## config.mk

```make
export PLATFORM = sky130hd
export DESIGN_NAME = maxpool_27_3_16
export DESIGN_NICKNAME = d
export VERILOG_FILES = /design/src/rtl/maxpool_27_3_16.sv
export SDC_FILE = /design/constraint.sdc
export NUM_CORES = 1
export LEC_CHECK = 0
export CORE_MARGIN = 5
export CORE_UTILIZATION = 45
export CTS_CLUSTER_DIAMETER = 120
export DETAILED_ROUTE_END_ITERATION = 16
export GPL_TIMING_DRIVEN = 1
export PLACE_DENSITY = 0.65
export SLEW_MARGIN = 10
export SYNTH_ARGS = -nofsm -noshare
export SYNTH_HDL_FRONTEND = slang
export SYNTH_SLANG_ARGS = --single-unit
```

## constraint.sdc

```tcl
create_clock -name clk -period 5.17 [get_ports clk]
set_input_delay 1.034 -clock clk [delete_from_list [all_inputs] [get_ports clk]]
set_output_delay 1.034 -clock clk [all_outputs]
set_load 0.01 [all_outputs]
```

## src/rtl/maxpool_27_3_16.sv

```systemverilog
// maxpool_27_3_16: streaming 1-D max pool over non-overlapping windows of P samples.
// Results leave through a registered 2-entry FIFO whose head drives the y_* ports.
module maxpool_27_3_16 #(
  parameter int L = 27,
  parameter int P = 3,
  parameter int T = 16
) (
  input  logic                clk,
  input  logic                reset,
  input  logic signed [T-1:0] x_data,
  input  logic                x_valid,
  output logic                x_ready,
  output logic signed [T-1:0] y_data,
  output logic                y_valid,
  output logic                y_last,
  input  logic                y_ready
);
  localparam int NV = L / P;
  localparam int WW = P > 1 ? $clog2(P) : 1;
  localparam int VW = NV > 1 ? $clog2(NV) : 1;
  if (L % P != 0) begin : g_len_check
    $error("maxpool_27_3_16: L must be a multiple of P");
  end
  logic [WW-1:0]       win_q, win_d;
  logic [VW-1:0]       vec_q, vec_d;
  logic signed [T-1:0] max_q, max_d, hd_q, hd_d, sd_q, sd_d, pv;
  logic                hv_q, hv_d, hl_q, hl_d, sv_q, sv_d, sl_q, sl_d;
  logic                win_end, acc, push, pop, pl;
  assign win_end = win_q == WW'(P - 1);
  // Only a window-completing beat needs a free slot, so x_ready ignores y_ready.
  assign x_ready = !reset && !(win_end && hv_q && sv_q);
  assign acc     = x_valid && x_ready;
  assign push    = acc && win_end;
  assign pop     = hv_q && y_ready;
  assign pv      = x_data > max_q ? x_data : max_q;
  assign pl      = vec_q == VW'(NV - 1);
  assign y_data  = hd_q;
  assign y_valid = hv_q;
  assign y_last  = hl_q;
  always_comb begin
    win_d = acc ? (win_end ? '0 : win_q + 1'b1) : win_q;
    vec_d = push ? (pl ? '0 : vec_q + 1'b1) : vec_q;
    max_d = acc && (win_q == '0 || x_data > max_q) ? x_data : max_q;
    hv_d  = pop ? (sv_q || push) : (hv_q || push);
    hd_d  = pop && sv_q ? sd_q : ((pop || !hv_q) && push ? pv : hd_q);
    hl_d  = pop && sv_q ? sl_q : ((pop || !hv_q) && push ? pl : hl_q);
    sv_d  = pop ? (sv_q && push) : (sv_q || (hv_q && push));
    sd_d  = push ? pv : sd_q;
    sl_d  = push ? pl : sl_q;
  end
  always_ff @(posedge clk) begin
    if (reset) begin
      win_q <= '0;
      vec_q <= '0;
      max_q <= '0;
      hd_q  <= '0;
      hv_q  <= 1'b0;
      hl_q  <= 1'b0;
      sd_q  <= '0;
      sv_q  <= 1'b0;
      sl_q  <= 1'b0;
    end else begin
      win_q <= win_d;
      vec_q <= vec_d;
      max_q <= max_d;
      hd_q  <= hd_d;
      hv_q  <= hv_d;
      hl_q  <= hl_d;
      sd_q  <= sd_d;
      sv_q  <= sv_d;
      sl_q  <= sl_d;
    end
  end
endmodule

```

==> metrics.txt <==
status=completed; Port Buffers=38; Cell variety after synth=47; drt total wl=9070 microns; Vias/cell=6.21; die area=8990 sq um; num rows=31; vias in the first global route=2861; area of the core=7140 sq um; register share of total power=42.2%; CTS Hold Bufs=0; synth warn=0; first-pass GRT wire length=14900 microns; pwr dens=302 nW/um^2; Max FO, Critical Path=17; Least-Margin Pin Slew=1.21 ns; Final Hold Fails=0; RD Place Congestion=0.846; drt pass-1 iters=5; RSZ-0062 raised after global routing=false; share of post-route cells with drive strength above 1=8.09%; Mean Syn Cell Area=8.49 sq um; clock latency on the worst-skew pair=0.35 ns; Layout Nets=441; initial antenna violation count=0; number of diodes=0; P_leak=1.31 nW; die height=94.8 microns; top cells by area in the synthesized netlist=dfxtp_1 (36%), ha_1 (7.0%), o21ai_0 (5.1%), o221ai_1 (4.3%), o41ai_1 (4.3%); worst endpoint required time=5.35 ns; switching pwr=342 uW; post-synth top area share=35.9%; CP Data Arrival Time=4.03 ns; final core utilization=54.0%; Num CTS Buffers=9; clk buf depth=2; DRC Markers=0; setup violators final=0; Filler cells=698; Comb pwr share=18.2%; area grow syn2layout=19.0%; Post-Synthesis Cells=381; Syn Nets=419; Area after DPL=3640 sq um; Post-DP HPWL=5750 microns; CP Capture Type=register; Finished Layout Cells=507; clock transition at the registers of the reported paths=0.07 ns; Root Driver=clkbuf_8; Final Cycle Share=74.3%; final slew viol count=0; clock power share=39.6%; Post-CTS Setup Inserts=0; VDD IR max=0.000131 V; placed insts=491; io pins=39; Switching Fraction=29.4%; TritonCTS Sinks=58; post-CTS resize count=0; post-route cell area=3850 sq um; TNS Setup=0 ns; DR WL/cell=17.9 microns; Worst setup SP type=input port; register area share after synthesis=35.9%; 1st-iter DRT viols=230; register bit count reported by yosys=58; chip width=94.8 microns; vias=3151; internal power=821 uW; Starting Density=45.3%; Hold Path Class=reg -> reg; headroom to the max-slew limit=19.4%; Post-Route Skew=0.0104 ns; mapped cell area=3240 sq um; Yosys top cell by area=dfxtp_1; Total Routing Usage GR=21.2%; Max-Cap Viols=0; Crit Path Category=in -> reg; largest net degree at the start of global routing=50; CTS tree=done; minimum clock period=3.84 ns; Routed Antenna Nets=0; Power Total=1.16 mW; H-tree depth=3; Peak Freq=260 MHz; gr ovfl total=0
## per-stage QoR
step	worst slack [ns]	hold WS, ns
CTS	1.38	0.476
finish	1.33	0.476
global placement	1.14	0.458
global route	1.13	0.505
floorplan	2.19	0.440
detailed placement	1.02	0.466
## critical path, cell delays in order
cell and delay, ns:
clkdlybuf4s50_1 0.48, ha_1 0.44, nand4_2 0.20, nor3_2 0.25, o21ai_1 0.16, a41o_1 0.47
nor2_2 0.75, o221ai_1 0.24
## final timing paths
kind	from	to	slack (ns)	cells past startpoint
setup / recovery	x_data[15]	y_data[13]	1.33	8
hold / removal	vec_q[3]	vec_q[3]	0.48	1
setup reg to reg	max_q[15]	y_data[13]	2.12	8
hold reg to reg	vec_q[3]	vec_q[3]	0.48	1
## power groups by stage
stage	registers [mW]	clock network [mW]	logic [mW]
after floorplan	0.495	0	0.146
after global placement	0.500	0	0.206
after detailed placement	0.500	0	0.208
after CTS	0.490	0.468	0.210
after global routing	0.494	0.491	0.235
final	0.491	0.461	0.211
## synthesized netlist by cell type, drive strengths merged
cell / count
a211oi: 4
a21o: 2
a21oi: 12
a22o: 1
a22oi: 17
a2bb2oi: 1
a311oi: 17
a31oi: 2
a41o: 1
a41oi: 2
and2: 1
and3: 2
buf: 11
clkbuf: 22
dfxtp: 58
ha: 18
inv: 22
nand2: 24
nand2b: 1
nand3: 18
nand3b: 1
nand4: 20
nand4b: 1
nor2: 26
nor2b: 3
nor3: 3
nor3b: 1
nor4: 1
nor4b: 1
o211a: 1
o21a: 17
o21ai: 35
o221ai: 16
o22ai: 2
o41ai: 16
or4: 1
## layout make-up
type / instances / area, sq um / area share (%)
Multi-Input combinational cell: 268 / 1850 / 48.1
Inverter: 22 / 82.6 / 2.14
Tap cell: 99 / 124 / 3.22
Clock inverter: 5 / 78.8 / 2.05
Clock buffer: 11 / 131 / 3.41
Timing Repair Buffer: 44 / 420 / 10.9
Sequential cell: 58 / 1160 / 30.1
## kinds of logic after synthesis
logic type	count (synthesis)	share of synthesized area (%)
compound gates	146	33.1
simple gates	104	17.1
flops	58	35.9
buf+inv	55	7.04
fa+ha+maj	18	6.96
## routing by layer
| layer | GRT usage (%) | vias up | wire (microns) |
|---|---|---|---|
| li1 | - | 1523 | - |
| met1 | 30.4 | 1526 | 4450 |
| met2 | 32.3 | 92 | 4020 |
| met3 | 3.90 | 10 | 483 |
| met4 | 6.49 | 0 | 113 |
| met5 | 0 | - | 0 |
## flip-flops by register name (all words and copies together), names as in the netlist
name / cells
max_q: 16
sd_q: 16
sl_q: 1
sv_q: 1
vec_q: 4
win_q: 2
y_data: 16
y_last: 1
y_valid: 1
## cells in the final DEF, fill, tap and decap left out, types with 2 or more instances in the layout
master / synthesis / final
clkdlybuf4s50_1: 0 / 37
nor2_1: 25 / 25
and3_1: 2 / 2
o21a_1: 17 / 17
nor3_1: 2 / 2
a311oi_1: 15 / 15
dfxtp_1: 58 / 58
o22ai_1: 2 / 2
a211oi_1: 4 / 4
o41ai_1: 16 / 16
nand3_1: 18 / 18
a21oi_1: 12 / 12
clkbuf_8: 0 / 9
ha_1: 18 / 18
o21ai_0: 33 / 33
a22oi_1: 16 / 16
a311oi_2: 2 / 2
inv_1: 22 / 22
nand4_1: 19 / 19
a21o_1: 2 / 2
o21ai_1: 2 / 2
clkbuf_1: 21 / 2
clkinv_2: 0 / 2
buf_4: 3 / 6
nand2_1: 24 / 24
o221ai_1: 16 / 16
nor2b_1: 2 / 2
bufinv_16: 0 / 2
Note: power is estimated with default switching activity, not from simulation.
